`config.mk`:
```
export PLATFORM = sky130hd
export DESIGN_NAME = snow64_count_leading_zeros_16
export DESIGN_NICKNAME = d
export VERILOG_FILES = /design/src/rtl/snow64_count_leading_zeros_16_pkg.sv /design/src/rtl/snow64_count_leading_zeros_8.sv /design/src/rtl/snow64_count_leading_zeros_16.sv
export SDC_FILE = /design/constraint.sdc
export NUM_CORES = 1
export LEC_CHECK = 0
export BUFFER_PORTS_ARGS = -buffer_cell sky130_fd_sc_hd__buf_2
export CORE_MARGIN = 1
export CORE_UTILIZATION = 30
export CTS_CLUSTER_DIAMETER = 100
export DETAILED_ROUTE_END_ITERATION = 10
export SLEW_MARGIN = 40
export SYNTH_ARGS = -nofsm -noshare
export SYNTH_HDL_FRONTEND = slang
export SYNTH_SLANG_ARGS = --single-unit
```
`constraint.sdc`:
```
create_clock -name clk -period 2.7 [get_ports clk]
set_input_delay 0.675 -clock clk [delete_from_list [all_inputs] [get_ports clk]]
set_output_delay 0.675 -clock clk [all_outputs]
set_load 0.01 [all_outputs]
```
`src/rtl/snow64_count_leading_zeros_16_pkg.sv`:
```
// rtl/snow64_count_leading_zeros_16_pkg.sv - shared widths and types for the 16-bit leading-zero counter
package PkgSnow64CountLeadingZeros;

    // Widths mirror the MSB_POS__SNOW64_COUNT_LEADING_ZEROS_16_IN/_OUT defines.
    localparam int MSB_POS__SNOW64_COUNT_LEADING_ZEROS_16_IN  = 15;
    localparam int MSB_POS__SNOW64_COUNT_LEADING_ZEROS_16_OUT = 4;
    localparam int WIDTH__SNOW64_COUNT_LEADING_ZEROS_16_IN    = MSB_POS__SNOW64_COUNT_LEADING_ZEROS_16_IN + 1;
    localparam int WIDTH__SNOW64_COUNT_LEADING_ZEROS_16_OUT   = MSB_POS__SNOW64_COUNT_LEADING_ZEROS_16_OUT + 1;

    // Byte-level counter used twice by the 16-bit top.
    localparam int MSB_POS__SNOW64_COUNT_LEADING_ZEROS_8_IN  = 7;
    localparam int MSB_POS__SNOW64_COUNT_LEADING_ZEROS_8_OUT = 3;

    typedef logic [MSB_POS__SNOW64_COUNT_LEADING_ZEROS_16_IN:0]  clz16_in_t;
    typedef logic [MSB_POS__SNOW64_COUNT_LEADING_ZEROS_16_OUT:0] clz16_out_t;
    typedef logic [MSB_POS__SNOW64_COUNT_LEADING_ZEROS_8_IN:0]   clz8_in_t;
    typedef logic [MSB_POS__SNOW64_COUNT_LEADING_ZEROS_8_OUT:0]  clz8_out_t;

    // Value a byte counter reports when its whole byte is zero.
    localparam clz8_out_t CLZ8_ALL_ZERO = 4'd8;

endpackage

```
`src/rtl/snow64_count_leading_zeros_8.sv`:
```
// rtl/snow64_count_leading_zeros_8.sv - combinational 8-bit leading-zero count, result 0..8
module snow64_count_leading_zeros_8
    import PkgSnow64CountLeadingZeros::*;
(
    input  logic [MSB_POS__SNOW64_COUNT_LEADING_ZEROS_8_IN:0]  in,
    output logic [MSB_POS__SNOW64_COUNT_LEADING_ZEROS_8_OUT:0] out
);

    // Scan LSB to MSB so the highest set bit is the last one to assign the count.
    always_comb begin
        out = CLZ8_ALL_ZERO;
        for (int i = 0; i <= MSB_POS__SNOW64_COUNT_LEADING_ZEROS_8_IN; i++) begin
            if (in[i]) begin
                out = clz8_out_t'(MSB_POS__SNOW64_COUNT_LEADING_ZEROS_8_IN - i);
            end
        end
    end

endmodule

```
`src/rtl/snow64_count_leading_zeros_16.sv`:
```
// rtl/snow64_count_leading_zeros_16.sv - 16-bit leading-zero count with combinational and registered outputs
module snow64_count_leading_zeros_16
    import PkgSnow64CountLeadingZeros::*;
(
    input  logic                                                clk,
    input  logic                                                rst_n,
    input  logic [MSB_POS__SNOW64_COUNT_LEADING_ZEROS_16_IN:0]  in,
    input  logic                                                in_valid,
    output logic [MSB_POS__SNOW64_COUNT_LEADING_ZEROS_16_OUT:0] out,
    output logic [MSB_POS__SNOW64_COUNT_LEADING_ZEROS_16_OUT:0] out_q,
    output logic                                                out_valid
);

    clz8_out_t  clz_hi;
    clz8_out_t  clz_lo;
    clz16_out_t out_d;
    logic       out_valid_d;

    snow64_count_leading_zeros_8 u_clz_hi (
        .in  (in[15:8]),
        .out (clz_hi)
    );

    snow64_count_leading_zeros_8 u_clz_lo (
        .in  (in[7:0]),
        .out (clz_lo)
    );

    // High byte decides unless it is all zero; then the low byte adds on top of 8.
    always_comb begin
        out = {1'b0, clz_hi};
        if (clz_hi == CLZ8_ALL_ZERO) begin
            out = {1'b0, clz_lo} + 5'd8;
        end
    end

    // Next-state for the register stage: capture on in_valid, otherwise hold the count.
    always_comb begin
        out_d       = out_q;
        out_valid_d = in_valid;
        if (in_valid) begin
            out_d = out;
        end
    end

    // Single pipeline register; reset clears any pending result immediately.
    always_ff @(posedge clk or negedge rst_n) begin
        if (!rst_n) begin
            out_q     <= '0;
            out_valid <= 1'b0;
        end else begin
            out_q     <= out_d;
            out_valid <= out_valid_d;
        end
    end

endmodule

```
### After elaboration in Yosys (flattened, before gate mapping)

Index checks and enable logic that the tools add are counted.

| operators by class | value |
|---|---|
| add/sub/neg operators | 1 |
| $mul | 0 |
| div/mod/pow operators | 0 |
| magnitude comparators | 0 |
| equality and inequality tests | 1 |
| shift operators | 0 |
| muxes and demuxes | 17 |
| bitwise operators | 0 |
| reductions and logical operators | 0 |

Operators with widths:

| cell | count |
|---|---|
| two-way mux 4 bit | 16 |
| adder 4 x 4 -> 5 bit, second input constant | 1 |
| two-way mux 5 bit | 1 |
| == test 4 bit, second input constant | 1 |

| word-level totals | value |
|---|---|
| register bits | 6 |
| latch bits | 0 |
| memory bits (writable) | 0 |
| bits in read-only memories | 0 |
| input bits | 19 |
| output and inout bits | 11 |
| logic and storage cells | 21 |
| memories kept | 0 |

### Longest topological paths before layout

Gate-level depths: netlist of the first run.

| depth | value |
|---|---|
| word-level depth | 10 |
| depth in mapped cells | 4 |
| gate-level depth less buffers | 4 |

### Cells and area by module

A second synthesis of the first run with hierarchy kept.

| unflattened totals | value |
|---|---|
| cells, all modules | 58 |
| area total of the unflattened synthesis | 491.7 um^2 |

Modules (own cells, without submodules):

| module | instances | cells an instance | area each (um^2) | sequential area each (um^2) |
|---|---|---|---|---|
| snow64_count_leading_zeros_16 | 1 | 30 | 319.1 | 150.1 |
| snow64_count_leading_zeros_8 | 2 | 14 | 86.3 | 0.0 |

### Least setup slack after synthesis of the first run

Ideal clock, no wire load.

| timing path | value |
|---|---|
| kind | in2out |
| start point | input port in[12] |
| end point | output port out[1] |
| data arrival time | 1.972 ns |
| required time | 2.025 ns |
| setup slack | 0.053 ns |
| stages on the path | 4 |
| cell sequence | or4_4 or2_4 a2111o_1 nand2_1 |

| between the ends | value |
|---|---|
| word-level cells in the longest chain between the ends | 6 |

RTL lines:

| element | line | RTL |
|---|---|---|
| from (decl) | snow64_count_leading_zeros_16.sv:7 | `input logic [MSB_POS__SNOW64_COUNT_LEADING_ZEROS_16_IN:0] in,` |
| two-way mux 4 bit * (4 in a row) | snow64_count_leading_zeros_8.sv:13 | `if (in[i]) begin` |
| == test 4 bit | snow64_count_leading_zeros_16.sv:32 | `if (clz_hi == CLZ8_ALL_ZERO) begin` |
| two-way mux 5 bit * | snow64_count_leading_zeros_16.sv:32 |  |
| to (decl) | snow64_count_leading_zeros_16.sv:9 | `output logic [MSB_POS__SNOW64_COUNT_LEADING_ZEROS_16_OUT:0] out,` |

Mark *: on every way between the ends. The rest lies on a longest branch, timed or not.

### Worst setup path after layout of the first run

| timing path | value |
|---|---|
| start point | input port in[11] |
| end point | output port out[0] |

| between the ends | value |
|---|---|
| word-level cells in the longest chain between the ends | 7 |

RTL lines:

| element | line |
|---|---|
| two-way mux 4 bit * (5 in a row) | snow64_count_leading_zeros_8.sv:13 |
| == test 4 bit | snow64_count_leading_zeros_16.sv:32 |
| two-way mux 5 bit * | snow64_count_leading_zeros_16.sv:32 |

Marks and branches as above.

==> impl.org, run 1 <==
** Die
- After floorplanning, the core was sized to cover 1170 um2.
- Pin placement for this block handled 30 I/O pins.
- Floorplan die area :: 1490 um2
- Site row count :: 12
- Starting density of the core :: 34.3%
- From bottom edge to top edge, the die measures 38.6 um.
- The floorplan step set the die width to 38.6 um.

** GRT
- Antenna violations before repair :: 0
- Global routing used 15.4% of the available tracks.
- The first global-routing pass estimated 1.52 mm of wire.
- Global route total overflow :: 0
- Largest net degree at the start of global routing :: 9
- Via count of the first global-routing pass :: 399

** Clocking
- After clock tree synthesis, the clock-pin slew on the worst setup and hold paths is 50 ps.
- CTS tree :: yes
- Clock tree synthesis selected as its root buffer the cell clkbuf_4.
- The clock passes through at most 2 buffers.
- Clock latency on the worst-skew pair, taken at its later pin, is 250 ps.
- Number of buffers created by CTS :: 3
- CTS Hold Bufs :: 0
- CTS saw 6 sinks.
- In this run the number of H-tree levels came out at 1.

** Layout
- The final layout contains 112 nets.
- Summing all non-filler instances in the final layout gives an area of 689 um2.
- The number of antenna diodes in the final layout is 0.
- Relative to the synthesized area, the layout overhead comes to 71.7%.
- Once layout is complete, the cells apart from fillers number 105.
- After filler insertion, the fill cell instance count of the layout stands at 107.
- Share of post-route cells with drive strength above 1 :: 58.2%

** Critical path
- Crit-path leading delay family :: simple AND/OR/NAND/NOR gates
- The endpoint identified for the worst register-to-register timing path is out_q[3].
- Start-to-end type of the worst setup path :: in2out
- Slowest Stage Delay on Critical Path :: 520 ps
- Together, buffers and inverters on the worst path number 2.
- Setup slack on the worst reg-to-reg path comes out at 1960 ps.
- CP Max Fanout :: 3
- STA puts the critical path data required time at 2030 ps.
- Critical path endpoint category :: output pin
- On the critical path, the stage with the largest delay is an instance of or4_4.
- The worst register-to-register path has a depth of 1.
- In this run the critical register-to-register path is launched from out_q[3].
- Critical path data arrival time :: 2060 ps
- The worst setup path is launched from a primary input.
- Cell-by-cell listing of the critical path :: buf_6 -> or4_4 -> or2_4 -> a211o_2 -> nand3_1 -> buf_2

** Flow run
- Max Cap Violations :: 0

** Logic synthesis
- Sequential-to-total area share from yosys stat :: 37.4%
- Cell type with the highest aggregate area in the netlist :: dfrtp_1
- Mapped Avg Cell Area :: 8.37 um2
- Unique cell type count in the Yosys netlist :: 22
- Dominant cells by area after synthesis :: dfrtp_1, nor2_1, mux2_2, nor2b_1, o21ai_0
- Yosys warning count :: 0
- Most frequently used flop master after synthesis :: dfrtp_1
- Ranked by instance count, the synthesized netlist is headed by nor2_1, dfrtp_1, nand2_1, nor2b_1, o21ai_0.
- Gate count of the mapped netlist :: 48
- In this run, synthesis inferred 0 flip-flops with an integrated enable.
- Cell Area, Synth :: 402 um2
- Number of nets in the synthesized netlist :: 67
- The synthesized design devotes to its leading area cell type 37.4% of total area.
- In the synthesized netlist the async set-or-reset flop fraction comes to 100%.
- Most repeated cell in the gate-level netlist after synthesis :: nor2_1
- Number of storage elements in the synthesis netlist :: 6

** STA
- RSZ-0062 raised after global routing :: yes
- Count of endpoints failing setup in the final report :: 2
- The routed design could run at a clock period as short as 2730 ps.
- Based on the critical path, the design can be clocked at up to 366 MHz.
- The clock arrives with 0 ps of skew.
- At the pin with the least slew margin, the transition time is 586 ps.
- Slew Limit Headroom :: 60.6%
- Post-route worst setup slack :: -31.4 ps
- Period utilisation layout :: 101%
- Hold Violations, Final :: 0
- Slew Viols, Final :: 0

** Pwr
- In this run the static leakage power is 0.367 nW.
- In this run the power density over the cells is 357 nW/um2.
- Per report_power, the clock group accounts for 35.3% of the total.
- Switching part of the total :: 27.5%
- Internal power component :: 178 uW
- The analysis attributes to net switching a power of 67.6 uW.
- Per report_power, the combinational group accounts for 25.6% of the total.
- Sequential cells burn 39.2% of the power.
- The worst-case IR drop observed on VDD is 0.252 mV.

** Outcome
- The checks that failed: negative setup slack.
- Run status :: finished, violations left

** Drt
- Total DRC errors in the routed layout :: 0
- For this run, the detailed router's first-pass iteration total came to 3.
- The count of nets left with antenna violations once routing finished came out at 0.
- Via count of the routed design :: 527
- Via-per-instance ratio :: 5.02
- Count of routing violations after the opening detailed-route iteration :: 12
- Final WL :: 1.19 mm
- Average routed wire per standard cell :: 11.3 um

** Place
- Input and output buffers added on the ports amount to 29.
- DPL Wire Length :: 889 um
- In this run, placement finished with an instance count of 101.
- Area post-placement :: 643 um2
- Gp weighted congestion :: 0.653

** Hold path
- The tightest min-delay check is of the in2async type.
cells in the final DEF (no fill, tap or decap), types with 3 or more instances in the layout:
cell / instances
nand2_1: 3
nor2b_1: 3
clkbuf_4: 3
dfrtp_1: 6
buf_4: 12
nor2_1: 8
o21ai_0: 3
buf_2: 28
stage by stage:
| step | hold WS (ps) | setup TNS (ps) | util (%) | setup slack (ps) | power [mW] |
|---|---|---|---|---|---|
| after floorplan | 379 | 0 | - | 52.9 | 0.118 |
| final | 235 | -62.7 | 58.9 | -31.4 | 0.246 |
| after global routing | 243 | -185 | 58.9 | -79.6 | 0.256 |
| after CTS | 236 | -61.3 | 58.3 | -31.8 | 0.247 |
| after global placement | 469 | -182 | 54.9 | -139 | 0.157 |
| after detailed placement | 471 | -199 | 54.9 | -150 | 0.158 |
cell type report:
type / count / area (um2) / share of cell area [%]
multi-input cells: 39 / 250 / 36.3
clock buffers: 3 / 22.5 / 3.27
well taps: 14 / 17.5 / 2.54
inverters: 2 / 7.51 / 1.09
flip-flops and latches: 6 / 150 / 21.8
repair buffers: 41 / 241 / 35.0
registers in the layout, summed over array words and instances (netlist names):
name	cells
out_q	5
out_valid	1
power by group through the flow:
| stage | logic [mW] | registers (mW) | clock network [mW] |
|---|---|---|---|
| after floorplan | 0.0182 | 0.100 | 0 |
| after global placement | 0.0594 | 0.0977 | 0 |
| after detailed placement | 0.0601 | 0.0977 | 0 |
| after CTS | 0.0628 | 0.0963 | 0.0882 |
| after global routing | 0.0688 | 0.0965 | 0.0911 |
| final | 0.0629 | 0.0963 | 0.0867 |
metal layers:
metal  wire length, um  track usage [%]  vias up
li1                  -                -      268
met1               532             17.9      236
met2               559             24.6       21
met3                90             7.51        2
met4                 4             5.17        0
met5                 0                0        -
logic make-up after synthesis:
group	count (synthesis)	synth area share, %
AOI/OAI and AO/OA	13	22.4
buffers and inverters	3	2.80
and+or+nand+nor	24	31.8
muxes	2	5.61
DFF	6	37.4
worst max-delay path by stage:
stage / start / endpoint / slack [ps] / depth (start not counted)
after floorplan: in[12] / out[1] / 50 / 4
after global placement: in[12] / out[1] / -140 / 6
after detailed placement: in[12] / out[1] / -150 / 6
after CTS: in[11] / out[1] / -30 / 6
after global routing: in[11] / out[1] / -80 / 6
final: in[11] / out[0] / -30 / 6
timing repair:
item / in CTS / in global routing
setup endpoints to repair: 2 / 4
resized for setup: 2 / 2
buffers inserted: 1 / 0
pin swaps: 4 / 0
Power figures use the tool's default switching activity.
==> run 2: changes to the inputs <==
--- a/config.mk
+++ b/config.mk
@@ -10,6 +10,7 @@
 export CORE_UTILIZATION = 30
 export CTS_CLUSTER_DIAMETER = 100
 export DETAILED_ROUTE_END_ITERATION = 10
+export GPL_TIMING_DRIVEN = 0
 export SLEW_MARGIN = 40
 export SYNTH_ARGS = -nofsm -noshare
 export SYNTH_HDL_FRONTEND = slang
==> run 2 against run 1 <==
The run still ends with negative setup slack left; hold slack improved by 10 ps; highest routed layer unchanged; critical path depth did not move; clock power shrank 6.9%; largest cell class unchanged; via count decreased by 4.7%; largest power group unchanged.
==> impl.org, run 2 (synthesis results as in run 1) <==
** Flow run
- The total of max-cap violations came to 0 (unchanged).

** STA
- The number of slew-limit violations in the final report is 0 (unchanged).
- The total count of hold-check failures in the final report came to 0 (unchanged).
- The slew of the pin with the lowest slew margin was 525 ps (-60.3 ps).
- The remaining max-slew budget at the tightest pin is 64.7% (+4.1 points).
- The final period demand of the worst path is 2750 ps (+21.3 ps).
- The final clock period utilization by the worst path came to 102% (+0.79 points).
- The worst clock skew on the final layout came to 0 ps (unchanged).
- The worst-case setup margin in the final layout came to -52.7 ps (-21.3 ps).
- Count of endpoints failing setup in the final report :: 2 (unchanged)
- The accumulated negative setup slack came to -77.1 ps (-14.4 ps).
- Setup repair after global routing could not meet its margin everywhere.
- The highest clock rate came to 363 MHz (-0.77%).

** Layout
- Reg with most FFs :: out_q
- Area Growth Syn to Fin :: 60.1%
- The share of layout cells above drive strength 1 was 52.4% (-5.9 points).
- Top library cells by usage in the layout, fill and taps aside :: buf_2, nor2_1, dfrtp_1
- The post-layout instance count excluding filler cells came to 98 (-6.7%).
- The flip-flop count of the largest register, all copies and words added is 5 (unchanged).
- Leaving out fill and tap cells, the most frequent cell in the layout is buf_2.
- Final antenna diode count :: 0 (unchanged)
- The largest registers in the layout are out_q x5, out_valid x1.
- Layout net count :: 105 (-6.3%)

** Critical path
- FF-to-FF setup slack :: 1960 ps (about the same)
- Start-to-end type of the worst setup path :: in2out
- Critical path endpoint category :: output pin
- The worst register-to-register path begins at out_q[4].
- The endpoint identified for the worst register-to-register timing path is out_q[4].
- Type of origin of the critical path :: primary input
- Critical path data arrival time :: 2080 ps (+20 ps)
- Count of cells along the worst register-to-register path :: 1 (unchanged)
- CP Max Fanout :: 3 (unchanged)
- Required arrival time at the worst endpoint :: 2030 ps (about the same)

** Outcome
- The final reports fail on negative setup slack.
- The run finished, with violations left.

** Drt
- The remaining antenna violation count after routing was 0 (unchanged).
- Average routed wire per standard cell :: 10.8 um (-4.6%)
- The remaining design rule violation count was 0 (unchanged).
- Count of routing violations after the opening detailed-route iteration :: 13 (+1)
- Via-per-instance ratio :: 5.12 (+2.1%)
- First-pass detailed-route iteration total :: 4 (+1)
- The total length of routed wires is 1.06 mm (-11%).
- The total vias in the final route came to 502 (-4.7%).

** Place
- Number of buffer cells added on primary ports :: 29 (unchanged)
- Placed cell count :: 91 (-9.9%)
- The HPWL reported at the end of detailed placement is 839 um (-5.6%).
- The placer's final routability congestion estimate is 0.626 (-4.2%).

** GRT
- The total track usage came to 15.6% (+0.14 points).
- The first-pass GRT wire length was 1.52 mm (unchanged).
- Antenna violations before repair :: 0 (unchanged)
- The pin count of the biggest net entering global routing is 8 (-1).
- The sum of overflow across all layers after global routing was 0 (unchanged).
- Via count of the first global-routing pass :: 394 (-1.3%)

** Die
- The die outline area is 1490 um2 (unchanged).
- The placement row count came to 12 (unchanged).
- The initial core utilization is 34.3% (unchanged).
- Number of I/O pins :: 30 (unchanged)
- Area of the core :: 1170 um2 (unchanged)
- Die Span Y :: 38.6 um (unchanged)
- The x dimension of the die was 38.6 um (unchanged).

** Clocking
- The CTS H-tree depth is 1 (unchanged).
- TritonCTS built the clock tree.
- Clk sink count :: 6 (unchanged)
- Number of buffers created by CTS :: 3 (unchanged)
- The tree is rooted in a clkbuf_4.
- CTS Hold Bufs :: 0 (unchanged)
- Maximum clock insertion buffer count :: 2 (unchanged)
- Clock input transition at the sequential cells of the worst setup and hold paths :: 50 ps (about the same)
- The clock latency of the later-clocked register in the worst-skew pair is 240 ps (about the same).

** Pwr
- Total power consumption of the routed design :: 233 uW (-5.3%)
- The power density relative to cell area is 362 nW/um2 (+1.5%).
- The standby leakage power is 0.334 nW (-9.0%).
- The peak ir drop on the vdd network came to 0.369 mV (+46%).

** Hold path
- The min-delay analysis places its worst path in the category in2async.
-- run 2: per-layer routing --
layer  vias up  part of all wire, %  wire length (um)  global-route usage [%]
met5         -                    0                 0                       0
met4         0                 0.38                 4                    5.17
met3         2                  8.2                87                    7.51
met2        19                   46               482                    23.3
met1       229                   46               482                    19.4
li1        252                    -                 -                       -
-- run 2: worst max path at each step --
stage,startpoint,endpoint,depth (start not counted)
after floorplan,in[12],out[1],4
after global placement,in[12],out[1],6
after detailed placement,in[12],out[1],6
after CTS,in[11],out[1],6
after global routing,in[11],out[1],6
final,in[11],out[1],6
-- run 2: what timing repair did --
item | in CTS | in global routing
buffers inserted | 4 | 0
resized for setup | 4 | 1
hold endpoints to repair | 0 | 0
pin swaps | 4 | 0
endpoints found under the setup margin | 2 | 3
-- run 2: final cells by class --
class	instances	area [um2]
timing repair buffer	33	194
inverter	2	7.51
fill	106	528
multi-input combinational	39	248
clock buffer	3	22.5
buffer	1	3.75
sequential	6	150
tap	14	17.5
-- run 2: critical path, stage by stage --
cell and delay (ps):
buf_6 90, or4_4 520, or2_4 270, a2111o_1 310
nand2_1 80, buf_2 120
-- run 2: report_power, final --
part / switching (mW) / total [mW] / internal, mW
Sequential: 0.00182 / 0.0964 / 0.0946
Combinational: 0.0279 / 0.0555 / 0.0277
Clock: 0.0306 / 0.0807 / 0.0502
-- run 2: metrics by stage --
| step | hold WS [ps] | worst slack [ps] | util, % | area, um2 |
|---|---|---|---|---|
| global route | 246 | -87.3 | 54.9 | 643 |
| detailed placement | 473 | -199 | 48.2 | 564 |
| global placement | 470 | -191 | 48.2 | 564 |
| floorplan | 379 | 52.9 | - | 402 |
| CTS | 242 | -44.3 | 54.6 | 639 |
| finish | 246 | -52.7 | 54.9 | 643 |
==> run 3: changes to the inputs <==
--- a/config.mk
+++ b/config.mk
@@ -11,6 +11,7 @@
 export CTS_CLUSTER_DIAMETER = 100
 export DETAILED_ROUTE_END_ITERATION = 10
 export GPL_TIMING_DRIVEN = 0
+export SETUP_SLACK_MARGIN = 0.5
 export SLEW_MARGIN = 40
 export SYNTH_ARGS = -nofsm -noshare
 export SYNTH_HDL_FRONTEND = slang
==> run 3 against run 2 <==
The run still ends with negative setup slack left; wire length rose by 12%; sequential cell count did not move; die area did not move; utilization rose by 11 points; clock skew did not move; power rose by 6.2%; combinational power rose by 26%; clock-buffer cell count did not move; via count fell by 0.40%; first-iteration DRC count fell by 15%; largest cell class unchanged.
==> impl.org, run 3 (synthesis results as in run 1) <==
** Drt
- The remaining design rule violation count was 0 (unchanged).
- Count of routing violations after the opening detailed-route iteration :: 11 (-2)
- Via count of the routed design :: 500 (-0.40%)
- The average vias per placed instance was 4.95 (-3.4%).
- First-pass detailed-route iteration total :: 4 (unchanged)
- The remaining antenna violation count after routing came to 0 (unchanged).
- Final WL :: 1.18 mm (+12%)
- The mean routed wirelength per cell was 11.7 um (+8.8%).

** STA
- Period utilisation layout :: 101% (-1.1 points)
- Setup repair after global routing could not meet its margin everywhere.
- The worst clock skew on the final layout came to 0 ps (unchanged).
- Slew Viols, Final :: 0 (unchanged)
- Hold Violations, Final :: 0 (unchanged)
- Post-route minimum period :: 2720 ps (-29.0 ps)
- Slew Limit Headroom :: 73.3% (+8.6 points)
- Slew at the pin closest to its max-slew limit :: 399 ps (-127 ps)
- The worst-case setup margin in the final layout was -23.6 ps (+29.0 ps).
- The highest clock rate was 367 MHz (+1.1%).
- The count of final setup violators was 2 (unchanged).

** Clocking
- TritonCTS built the clock tree.
- The clock-pin slew reported for the worst setup and hold paths after clock tree synthesis is 50 ps (about the same).
- The CTS H-tree depth is 1 (unchanged).
- Number of buffers created by CTS :: 3 (unchanged)
- The hold buffer count at cts is 0 (unchanged).
- The total clock sinks was 6 (unchanged).
- Clock insertion delay at the later pin of the skew report :: 240 ps (about the same)
- CTS root buffer :: clkbuf_4
- The maximum root-to-sink buffer count came to 2 (unchanged).

** Critical path
- Critical path data arrival time :: 2050 ps (-30 ps)
- The number of cells on the worst reg-to-reg path is 1 (unchanged).
- FF-to-FF setup slack :: 1950 ps (about the same)
- Count of cell instances traversed by the critical path :: 6 (unchanged)
- RR Startpoint :: out_q[3]
- CP Max Fanout :: 3 (unchanged)
- The signal on the critical path passes through buf_6 -> or4_4 -> or2_4 -> a2111o_1 -> nand2_2 -> buf_6.
- Type of origin of the critical path :: primary input
- The most numerous cell type found on the critical path is buf_6.
- Number of buffers and inverters on the critical path :: 2 (unchanged)
- Critical path endpoint category :: output pin
- The worst register-to-register path ends at out_q[3].
- Start-to-end type of the worst setup path :: in2out
- The endpoint required time on the critical path was 2030 ps (about the same).
- The longest individual stage delay on the worst path came to 520 ps (about the same).
- Critical-path cell with the highest stage delay :: or4_4
- Broken down by cell family, the worst path's largest delay share belongs to simple AND/OR/NAND/NOR gates.

** Die
- Starting density of the core :: 34.3% (unchanged)
- Area of the core :: 1170 um2 (unchanged)
- Number of I/O pins :: 30 (unchanged)
- Site row count :: 12 (unchanged)
- The vertical extent of the die was 38.6 um (unchanged).
- The die outline area is 1490 um2 (unchanged).
- Horizontal extent of the die :: 38.6 um (unchanged)

** Pwr
- The total power of the final layout was 247 uW (+6.2%).
- The power density relative to cell area came to 319 nW/um2 (-12%).
- The peak ir drop on the vdd network came to 0.248 mV (-33%).
- Leakage power summed over all cells :: 0.372 nW (+11%)

** GRT
- Largest net degree at the start of global routing :: 8 (unchanged)
- Antenna violations before repair :: 0 (unchanged)
- The via count of the first global-routing pass came to 366 (-7.1%).
- The total track usage came to 14.1% (-1.5 points).
- The first-pass GRT wire length came to 1.44 mm (-5.8%).
- The sum of overflow across all layers after global routing is 0 (unchanged).

** Outcome
- The final reports fail on negative setup slack.
- The flow ran to the end, but the final reports show violations.

** Hold path
- Class of the tightest hold or removal check :: in2async

** Place
- The area after detailed placement came to 576 um2 (+2.0%).
- The count of port buffers added during placement is 29 (unchanged).
- The placer's final routability congestion estimate is 0.670 (+7.1%).

** Layout
- The post-route standard cell area excluding fillers came to 774 um2 (+20%).
- Share of post-route cells with drive strength above 1 :: 62.1% (+9.7 points)
- Most common cell after layout, fill and taps aside :: buf_2
- The number of nets in the layout was 108 (+2.9%).
- Biggest regs :: out_q x5, out_valid x1
- Final antenna diode count :: 0 (unchanged)
- Relative to the synthesized area, the layout overhead comes to 92.8%.
- The flip-flop count of the largest register, all copies and words added came to 5 (unchanged).
- Reg with most FFs :: out_q
- Final core utilization :: 66.1% (+11 points)
- Leaving out fill and tap cells, the most frequent cells in the layout are buf_2, buf_6, nor2_1.

** Flow run
- Max Cap Violations :: 0 (unchanged)
## run 3: changes by cell type in the layout (fill, tap and decap cells not counted), moves of 2 or more
cell    delta
buf_6      +7
buf_2      -6
nor4_4     +2
buf_4      +2
nor4_1     -2
## run 3: stage by stage
| stage | setup slack (ps) | std cells | TNS, ps | hold WS, ps |
|---|---|---|---|---|
| after floorplan | 167 | 48 | 0 | 379 |
| after global placement | -85.5 | 91 | -139 | 478 |
| after detailed placement | -83.1 | 91 | -140 | 470 |
| after CTS | -81.8 | 98 | -89.4 | 242 |
| after global routing | -74.0 | 101 | -113 | 240 |
| final | -23.6 | 101 | -27.2 | 248 |
## run 3: final cells by class
type                       instances  area, um2
sequential                         6        150
timing repair buffer              36        258
inverter                           2       7.51
tap                               14       17.5
fill                              95        397
multi-input combinational         39        315
clock buffer                       3       22.5
buffer                             1       3.75
## run 3: repair_timing
item | in CTS | in global routing
buffers inserted | 4 | 3
pin swaps | 4 | 4
endpoints found under the hold margin | 0 | 0
resized for setup | 10 | 14
setup endpoints to repair | 5 | 5
## run 3: routing by layer
| layer | vias up | GRT usage (%) | share of wire (%) |
|---|---|---|---|
| met5 | - | 0 | 0 |
| met4 | 0 | 0 | 0.84 |
| met3 | 2 | 8.09 | 6.4 |
| met2 | 21 | 19.6 | 49 |
| met1 | 221 | 20.1 | 43 |
| li1 | 256 | - | - |
## run 3: how the worst max path moves through the flow
stage / from / end / slack, ps
CTS: in[14] / out[1] / -80
floorplan: in[9] / out[1] / 170
detailed placement: in[9] / out[1] / -80
global route: in[14] / out[1] / -70
global placement: in[9] / out[1] / -90
finish: in[14] / out[1] / -20
## run 3: power by group
part / switching [mW] / leakage [nW] / internal, mW
clock network: 0.0307 / 0.0138 / 0.0502
logic: 0.0338 / 0.281 / 0.0361
registers: 0.00175 / 0.0770 / 0.0946
